`config.mk`:
```
export PLATFORM = sky130hd
export DESIGN_NAME = rip_wb_arbiter_flat
export DESIGN_NICKNAME = d
export VERILOG_FILES = /design/src/rtl/rip_pkg.sv /design/src/rtl/rip_wb_arbiter_if.sv /design/src/rtl/rip_scoreboard.sv /design/src/rtl/rip_wb_arbiter.sv /design/src/flat_wrapper.sv
export SDC_FILE = /design/constraint.sdc
export NUM_CORES = 1
export LEC_CHECK = 0
export ABC_AREA = 1
export CAP_MARGIN = 5
export CORE_AREA = 2 2 127 67
export CTS_CLUSTER_SIZE = 14
export DETAILED_ROUTE_END_ITERATION = 7
export DIE_AREA = 0 0 129 69
export GPL_TIMING_DRIVEN = 0
export PLACE_DENSITY = 0.87
export SYNTH_ARGS = -nofsm -noshare
export SYNTH_HDL_FRONTEND = slang
export SYNTH_HIERARCHICAL = 1
export SYNTH_SLANG_ARGS = --single-unit
```
`constraint.sdc`:
```
create_clock -name clk -period 6.7 [get_ports clk]
set_clock_uncertainty 0.05 [all_clocks]
set_input_delay 0.67 -clock clk [delete_from_list [all_inputs] [get_ports clk]]
set_output_delay 0.67 -clock clk [all_outputs]
set_load 0.1 [all_outputs]
```
`src/rtl/rip_pkg.sv`:
```
// Shared types for the writeback arbiter slice: register index, data word, writeback source.
package rip_pkg;

    typedef logic [4:0]  reg_idx_t;
    typedef logic [31:0] xlen_t;

    typedef enum logic [1:0] {
        WB_NONE = 2'd0,
        WB_PIPE = 2'd1,
        WB_LU   = 2'd2,
        WB_DBG  = 2'd3
    } wb_src_e;

    localparam int unsigned NUM_REGS = 32;

    function automatic logic [NUM_REGS-1:0] reg_onehot(input reg_idx_t idx);
        return {{(NUM_REGS-1){1'b0}}, 1'b1} << idx;
    endfunction

endpackage

```
`src/rtl/rip_wb_arbiter_if.sv`:
```
// Writeback arbiter bus bundle. Debug write port signals exist only with RIP_WB_DEBUG_PORT_EN.
interface rip_wb_arbiter_if;
    import rip_pkg::*;

    logic     pipe_wen;
    reg_idx_t pipe_rd;
    xlen_t    pipe_wdata;
    logic     pipe_hold;

    logic     lu_valid;
    reg_idx_t lu_rd;
    xlen_t    lu_wdata;
    logic     lu_ready;

    logic     iss_valid;
    reg_idx_t iss_rd;
    logic     iss_ready;

    reg_idx_t chk_rs1;
    reg_idx_t chk_rs2;
    logic     raw_stall;

    logic     rf_wen;
    reg_idx_t rf_rd;
    xlen_t    rf_wdata;

`ifdef RIP_WB_DEBUG_PORT_EN
    logic     dbg_valid;
    reg_idx_t dbg_rd;
    xlen_t    dbg_wdata;
    logic     dbg_ready;
`endif

    modport master (
        output pipe_wen, pipe_rd, pipe_wdata, lu_valid, lu_rd, lu_wdata,
        output iss_valid, iss_rd, chk_rs1, chk_rs2,
`ifdef RIP_WB_DEBUG_PORT_EN
        output dbg_valid, dbg_rd, dbg_wdata, input dbg_ready,
`endif
        input  pipe_hold, lu_ready, iss_ready, raw_stall, rf_wen, rf_rd, rf_wdata
    );

    modport slave (
        input  pipe_wen, pipe_rd, pipe_wdata, lu_valid, lu_rd, lu_wdata,
        input  iss_valid, iss_rd, chk_rs1, chk_rs2,
`ifdef RIP_WB_DEBUG_PORT_EN
        input  dbg_valid, dbg_rd, dbg_wdata, output dbg_ready,
`endif
        output pipe_hold, lu_ready, iss_ready, raw_stall, rf_wen, rf_rd, rf_wdata
    );

endinterface

```
`src/rtl/rip_scoreboard.sv`:
```
// Pending-destination bitmap and in-flight counter for long-latency ops; gates dispatch and flags RAW hazards.
module rip_scoreboard
    import rip_pkg::*;
#(
    parameter int unsigned MAX_OUTST = 4
) (
    input  logic     clk,
    input  logic     rst_n,
    input  logic     iss_valid,
    input  reg_idx_t iss_rd,
    input  logic     lu_accept,
    input  reg_idx_t lu_rd,
    input  reg_idx_t chk_rs1,
    input  reg_idx_t chk_rs2,
    output logic     iss_ready,
    output logic     raw_stall
);

    localparam int unsigned OW = $clog2(MAX_OUTST + 1);

    logic [NUM_REGS-1:0] pending_r;
    logic [NUM_REGS-1:0] pending_nxt_s;
    logic [NUM_REGS-1:0] set_mask_s;
    logic [NUM_REGS-1:0] clr_mask_s;
    logic [OW-1:0]       outst_r;
    logic [OW-1:0]       outst_nxt_s;
    logic                waw_s;
    logic                full_s;
    logic                dispatch_s;
    logic                dec_s;

    // Dispatch gate: a retirement in this same cycle frees both its slot and its destination
    always_comb begin
        waw_s  = pending_r[iss_rd] & ~(lu_accept & (lu_rd == iss_rd));
        full_s = (outst_r == OW'(MAX_OUTST)) & ~lu_accept;
        if (rst_n) begin
            iss_ready = ~waw_s & ~full_s;
            raw_stall = pending_r[chk_rs1] | pending_r[chk_rs2];
        end else begin
            iss_ready = 1'b0;
            raw_stall = 1'b0;
        end
    end

    // Next bitmap and counter; set is applied after clear so it wins on the same rd
    always_comb begin
        dispatch_s    = iss_valid & iss_ready;
        dec_s         = lu_accept & (outst_r != OW'(0));
        set_mask_s    = (dispatch_s && (iss_rd != 5'd0)) ? reg_onehot(iss_rd) : {NUM_REGS{1'b0}};
        clr_mask_s    = lu_accept ? reg_onehot(lu_rd) : {NUM_REGS{1'b0}};
        pending_nxt_s = (pending_r & ~clr_mask_s) | set_mask_s;
        case ({dispatch_s, dec_s})
            2'b10:   outst_nxt_s = outst_r + OW'(1);
            2'b01:   outst_nxt_s = outst_r - OW'(1);
            default: outst_nxt_s = outst_r;
        endcase
    end

    // State register
    always_ff @(posedge clk) begin
        if (!rst_n) begin
            pending_r <= {NUM_REGS{1'b0}};
            outst_r   <= OW'(0);
        end else begin
            pending_r <= pending_nxt_s;
            outst_r   <= outst_nxt_s;
        end
    end

endmodule

```
`src/rtl/rip_wb_arbiter.sv`:
```
// Regfile writeback arbiter: pipe vs long-latency unit with starvation override.
// Optional lowest-priority debug write port under RIP_WB_DEBUG_PORT_EN.
module rip_wb_arbiter
    import rip_pkg::*;
#(
    parameter int unsigned STARVE_MAX = 4,
    parameter int unsigned MAX_OUTST  = 4
) (
    input logic             clk,
    input logic             rst_n,
    rip_wb_arbiter_if.slave bus
);

    localparam int unsigned SW = $clog2(STARVE_MAX + 1);

    logic [SW-1:0] starve_r;
    logic          starved_s;
    logic          lu_accept_s;
    wb_src_e       grant_s;
    reg_idx_t      sel_rd_s;
    xlen_t         sel_data_s;

    // Grant selection; a starved LU pre-empts the pipe, which is then held
    always_comb begin
        starved_s = bus.lu_valid & (starve_r == SW'(STARVE_MAX));
        if (!rst_n) begin
            grant_s = WB_NONE;
        end else if (starved_s) begin
            grant_s = WB_LU;
        end else if (bus.pipe_wen) begin
            grant_s = WB_PIPE;
        end else if (bus.lu_valid) begin
            grant_s = WB_LU;
`ifdef RIP_WB_DEBUG_PORT_EN
        end else if (bus.dbg_valid) begin
            grant_s = WB_DBG;
`endif
        end else begin
            grant_s = WB_NONE;
        end
        lu_accept_s = bus.lu_valid & (grant_s == WB_LU);
    end

    // Write-port mux and handshakes; rd==0 grants complete without writing
    always_comb begin
        case (grant_s)
            WB_PIPE: begin
                sel_rd_s   = bus.pipe_rd;
                sel_data_s = bus.pipe_wdata;
            end
            WB_LU: begin
                sel_rd_s   = bus.lu_rd;
                sel_data_s = bus.lu_wdata;
            end
`ifdef RIP_WB_DEBUG_PORT_EN
            WB_DBG: begin
                sel_rd_s   = bus.dbg_rd;
                sel_data_s = bus.dbg_wdata;
            end
`endif
            default: begin
                sel_rd_s   = 5'd0;
                sel_data_s = 32'd0;
            end
        endcase
        bus.rf_wen    = (grant_s != WB_NONE) & (sel_rd_s != 5'd0);
        bus.rf_rd     = sel_rd_s;
        bus.rf_wdata  = sel_data_s;
        bus.lu_ready  = lu_accept_s;
        bus.pipe_hold = rst_n & starved_s & bus.pipe_wen;
`ifdef RIP_WB_DEBUG_PORT_EN
        bus.dbg_ready = (grant_s == WB_DBG);
`endif
    end

    // Starvation counter: counts refused LU cycles, clears on accept or idle
    always_ff @(posedge clk) begin
        if (!rst_n) begin
            starve_r <= SW'(0);
        end else if (!bus.lu_valid || lu_accept_s) begin
            starve_r <= SW'(0);
        end else if (starve_r != SW'(STARVE_MAX)) begin
            starve_r <= starve_r + SW'(1);
        end else begin
            starve_r <= starve_r;
        end
    end

    rip_scoreboard #(
        .MAX_OUTST (MAX_OUTST)
    ) u_sb (
        .clk       (clk),
        .rst_n     (rst_n),
        .iss_valid (bus.iss_valid),
        .iss_rd    (bus.iss_rd),
        .lu_accept (lu_accept_s),
        .lu_rd     (bus.lu_rd),
        .chk_rs1   (bus.chk_rs1),
        .chk_rs2   (bus.chk_rs2),
        .iss_ready (bus.iss_ready),
        .raw_stall (bus.raw_stall)
    );

endmodule

```
`src/flat_wrapper.sv`:
```
// flat-port wrapper written by rule: the top's interface ports become plain ports
module rip_wb_arbiter_flat import rip_pkg::*;
#(
    parameter int unsigned STARVE_MAX = 4,
    parameter int unsigned MAX_OUTST  = 4
)
  (clk, rst_n, bus_pipe_wen, bus_pipe_rd, bus_pipe_wdata, bus_lu_valid, bus_lu_rd, bus_lu_wdata, bus_iss_valid, bus_iss_rd, bus_chk_rs1, bus_chk_rs2, bus_pipe_hold, bus_lu_ready, bus_iss_ready, bus_raw_stall, bus_rf_wen, bus_rf_rd, bus_rf_wdata);
  rip_wb_arbiter_if bus_i ();
  input logic clk;
  input logic rst_n;
  input wire logic [$bits(bus_i.pipe_wen)-1:0] bus_pipe_wen;
  input wire logic [$bits(bus_i.pipe_rd)-1:0] bus_pipe_rd;
  input wire logic [$bits(bus_i.pipe_wdata)-1:0] bus_pipe_wdata;
  input wire logic [$bits(bus_i.lu_valid)-1:0] bus_lu_valid;
  input wire logic [$bits(bus_i.lu_rd)-1:0] bus_lu_rd;
  input wire logic [$bits(bus_i.lu_wdata)-1:0] bus_lu_wdata;
  input wire logic [$bits(bus_i.iss_valid)-1:0] bus_iss_valid;
  input wire logic [$bits(bus_i.iss_rd)-1:0] bus_iss_rd;
  input wire logic [$bits(bus_i.chk_rs1)-1:0] bus_chk_rs1;
  input wire logic [$bits(bus_i.chk_rs2)-1:0] bus_chk_rs2;
  output wire logic [$bits(bus_i.pipe_hold)-1:0] bus_pipe_hold;
  output wire logic [$bits(bus_i.lu_ready)-1:0] bus_lu_ready;
  output wire logic [$bits(bus_i.iss_ready)-1:0] bus_iss_ready;
  output wire logic [$bits(bus_i.raw_stall)-1:0] bus_raw_stall;
  output wire logic [$bits(bus_i.rf_wen)-1:0] bus_rf_wen;
  output wire logic [$bits(bus_i.rf_rd)-1:0] bus_rf_rd;
  output wire logic [$bits(bus_i.rf_wdata)-1:0] bus_rf_wdata;
  assign bus_i.pipe_wen = bus_pipe_wen;
  assign bus_i.pipe_rd = bus_pipe_rd;
  assign bus_i.pipe_wdata = bus_pipe_wdata;
  assign bus_i.lu_valid = bus_lu_valid;
  assign bus_i.lu_rd = bus_lu_rd;
  assign bus_i.lu_wdata = bus_lu_wdata;
  assign bus_i.iss_valid = bus_iss_valid;
  assign bus_i.iss_rd = bus_iss_rd;
  assign bus_i.chk_rs1 = bus_chk_rs1;
  assign bus_i.chk_rs2 = bus_chk_rs2;
  assign bus_pipe_hold = bus_i.pipe_hold;
  assign bus_lu_ready = bus_i.lu_ready;
  assign bus_iss_ready = bus_i.iss_ready;
  assign bus_raw_stall = bus_i.raw_stall;
  assign bus_rf_wen = bus_i.rf_wen;
  assign bus_rf_rd = bus_i.rf_rd;
  assign bus_rf_wdata = bus_i.rf_wdata;
  rip_wb_arbiter #(.STARVE_MAX(STARVE_MAX), .MAX_OUTST(MAX_OUTST)) u_core (.clk(clk), .rst_n(rst_n), .bus(bus_i));
endmodule
```
==> summary.txt <==
Critical path
  • R2R setup slack: 2.75 ns
  • CP cell instances: clkdlybuf4s50_1 > nand2_1 > a21oi_1 > ha_1 > buf_6 > buf_4 > nand2_1 > inv_1 > inv_1 > a21oi_1 > nand3_1 > nand3_2 > nand2_1 > inv_1 > clkdlybuf4s50_1
  • Setup crit end kind: output port
  • WP data required: 5.98 ns
  • Critical path launch point type: input port
  • R2R depth: 25
  • CP Launch Point: rst_n
  • Worst R2R Start: u_core/starve_r[0]$_SDFFE_PP0P_
  • CP endpoint: bus_iss_ready
  • CP peak stage delay: 1.12 ns
  • CP max-delay cell: clkdlybuf4s50_1
  • Worst endpoint data arrival time: 4.10 ns
  • R2r endpoint: u_core/u_sb/outst_r[2]$_SDFFE_PN0P_
  • Critical path fanouts, max: 10
  • Kind of critical path: in -> out

STA
  • Final hold vios: 0
  • Count of final max-slew check failures: 0
  • Slew @ Worst Pin: 1.007 ns
  • Setup_tns: 0 ns
  • Min Tclk post-route: 4.816 ns
  • Crit share post-route: 71.88%
  • Slew margin rel.: 32.63%
  • Max Fclk: 207.6 MHz
  • RSZ-0062 raised after global routing: false
  • Setup WS post-layout: 1.884 ns
  • Count of final setup violators: 0

Detailed routing
  • Via count: 5309
  • Post-route ant nets: 0
  • Avg Vias per Cell: 5.690
  • Final WL: 16820 µm
  • Initial drt markers: 799
  • 1st-pass router iterations: 7
  • Post-route DRC: 0
  • Post-DR wirelength/cell: 18.03 µm

Cells and area
  • Area grow syn2layout: 43.01%
  • ANT cells: 0
  • Final net count: 921
  • Fillers: 707
  • Layout cells sized above 1: 9.622%

Synth
  • Synthesized cell area: 3802 µm²
  • Synth area leader: dfxtp_1
  • Warnings, synthesis: 6
  • Proportion of netlist area held by the largest area contributor: 20.01%
  • Register area share after synthesis: 20.01%
  • Syn Inst Count: 683
  • Count of cell types in the netlist: 34
  • Area contributors post-synth: dfxtp_1, nand2_1, a21oi_1, nor2_1, inv_1
  • Post-synth EDFFs: 0
  • Mapped Nets: 784
  • Synth Area per Inst: 5.567 µm²
  • Post-synthesis register bit count: 38
  • Post-synth ARST share: 0%
  • Most used DFF post-synth: dfxtp_1

CTS
  • Htree depth: 2
  • Clk Latency, worst-skew pair: 0.29 ns
  • Reg clk slew, reported paths: 0.06 ns
  • CTS max path bufs: 2
  • Hold buffers post-CTS: 0
  • Clk sink count: 38
  • TritonCTS clock tree: yes
  • Num CTS Buffers: 5
  • Root buffer cell: clkbuf_16
  • Postcts setup bufs: 0
  • Post-cts resize count: 0

Global route
  • Vias in the first global route: 4780
  • Gr usage total: 37.20%
  • Grt ovf: 0
  • Initial antenna violation count: 0
  • First-pass GRT wire length: 25450 µm
  • Largest net degree at the start of global routing: 14

Power
  • Leak: 2.065 nW
  • Worst vdd ir: 96.09 µV
  • PwrDens: 152.5 nW/µm²

Die
  • Vert. Die Dim: 69 µm
  • Initial Util: 48.76%
  • Die width: 129 µm
  • IO Pins: 136
  • Core area: 7799 µm²
  • Die area: 8901 µm²
  • Row count: 23

Run status
  • Status: complete, no violations

Place
  • Post-detail-place hpwl: 13620 µm
  • Pre-CTS setup slack: 1.947 ns
  • GP Congestion: 1.119
  • Port Buffers: 130

Job
  • Max-cap viol count: 0

Hold path
  • Hold Crit Class: reg -> reg
## power by group
group          internal [mW]  leakage (nW)  switching [mW]
registers              0.228         0.307         0.00196
clock network          0.214        0.0940           0.104
logic                 0.0976          1.66           0.183
total                  0.540          2.07           0.289
## synthesized netlist by cell type (5+ instances only)
cell type	count
nor3_1	16
dfxtp_1	38
buf_2	14
clkbuf_1	16
nand2_1	168
a21oi_1	90
ha_1	6
inv_1	62
buf_6	6
nor2_1	94
o21ai_0	46
nor4_1	5
nor2_2	30
nand3_1	46
buf_4	8
## flip-flops by register name, summed over array words and instances, names as in the netlist
name	count
u_core/u_sb/pending_r	32
u_core/starve_r	3
u_core/u_sb/outst_r	3
## per-stage QoR
stage               hold WS (ns)  cell area (µm²)  utilization, %  cells  total power [mW]
floorplan                 0.3979             3802               -    683            0.3971
global placement          0.4135             5244           67.24    925            0.4998
detailed placement        0.4340             5244           67.24    925            0.5055
CTS                       0.4445             5438           69.73    933            0.8194
global route              0.4725             5438           69.73    933            0.8548
finish                    0.4410             5438           69.73    933            0.8290
## final cells by class
class                           count  area [µm²]  share of cell area (%)
Clock inverter                      3       68.82                   1.266
Buffer                             45       262.8                   4.832
Multi-Input combinational cell    532        2524                   46.41
Clock buffer                        5       125.1                   2.301
Tap cell                          112       140.1                   2.577
Inverter                           68       255.2                   4.694
Timing Repair Buffer              130        1301                   23.93
Sequential cell                    38       760.7                   13.99
## worst min-delay path by stage
stage                                                   start                                  end  slack (ns)  cells after the start
after floorplan           u_core/u_sb/pending_r[0]$_SDFF_PN0_  u_core/u_sb/pending_r[0]$_SDFF_PN0_        0.40                      2
after global placement        u_core/starve_r[1]$_SDFFE_PP0P_      u_core/starve_r[1]$_SDFFE_PP0P_        0.41                      2
after detailed placement      u_core/starve_r[1]$_SDFFE_PP0P_      u_core/starve_r[1]$_SDFFE_PP0P_        0.43                      2
after CTS                 u_core/u_sb/outst_r[2]$_SDFFE_PN0P_  u_core/u_sb/outst_r[2]$_SDFFE_PN0P_        0.44                      2
after global routing          u_core/starve_r[1]$_SDFFE_PP0P_      u_core/starve_r[1]$_SDFFE_PP0P_        0.47                      2
final                         u_core/starve_r[1]$_SDFFE_PP0P_      u_core/starve_r[1]$_SDFFE_PP0P_        0.44                      2
## critical path: cells and delay by family
family	cells	cell delay (ns)
buffers and inverters	7	2.33
AOI/OAI and AO/OA	2	0.32
and+or+nand+nor	5	0.52
adders and majority gates	1	0.25
## per-layer routing
| layer | wire (µm) | global-route usage [%] |
|---|---|---|
| met4 | 264 | 6.522 |
| met2 | 6377 | 50.03 |
| met5 | 0 | 0 |
| met1 | 7270 | 55.82 |
| met3 | 2907 | 14.36 |
## placed cells by master (no fill, tap or decap), types with 3 or more instances in the layout
cell / synthesis / routed
o211ai_1: 4 / 4
clkinv_1: 4 / 4
buf_4: 8 / 8
buf_2: 14 / 14
buf_6: 6 / 6
clkbuf_16: 0 / 5
a21oi_1: 90 / 90
clkdlybuf4s50_1: 0 / 130
nand2_1: 168 / 168
nand3_1: 46 / 46
dfxtp_1: 38 / 38
a21boi_0: 4 / 4
nand2_2: 4 / 4
nor2_2: 30 / 30
nor2_1: 94 / 94
xor2_1: 3 / 3
ha_1: 6 / 6
nor4_1: 5 / 5
inv_1: 62 / 62
o21ai_0: 46 / 46
nor3_1: 16 / 16
clkbuf_1: 16 / 16
## logic make-up (layout without fill, tap and decap cells)
logic type / after synthesis / count (layout) / synth area share [%]
compound gates: 153 / 153 / 21.22
xor+xnor: 3 / 3 / 0.6911
fa+ha+maj: 7 / 7 / 2.501
buf+inv: 113 / 251 / 13.62
flops: 38 / 38 / 20.01
simple gates: 369 / 369 / 41.95
(Power assumes the default switching activity.)
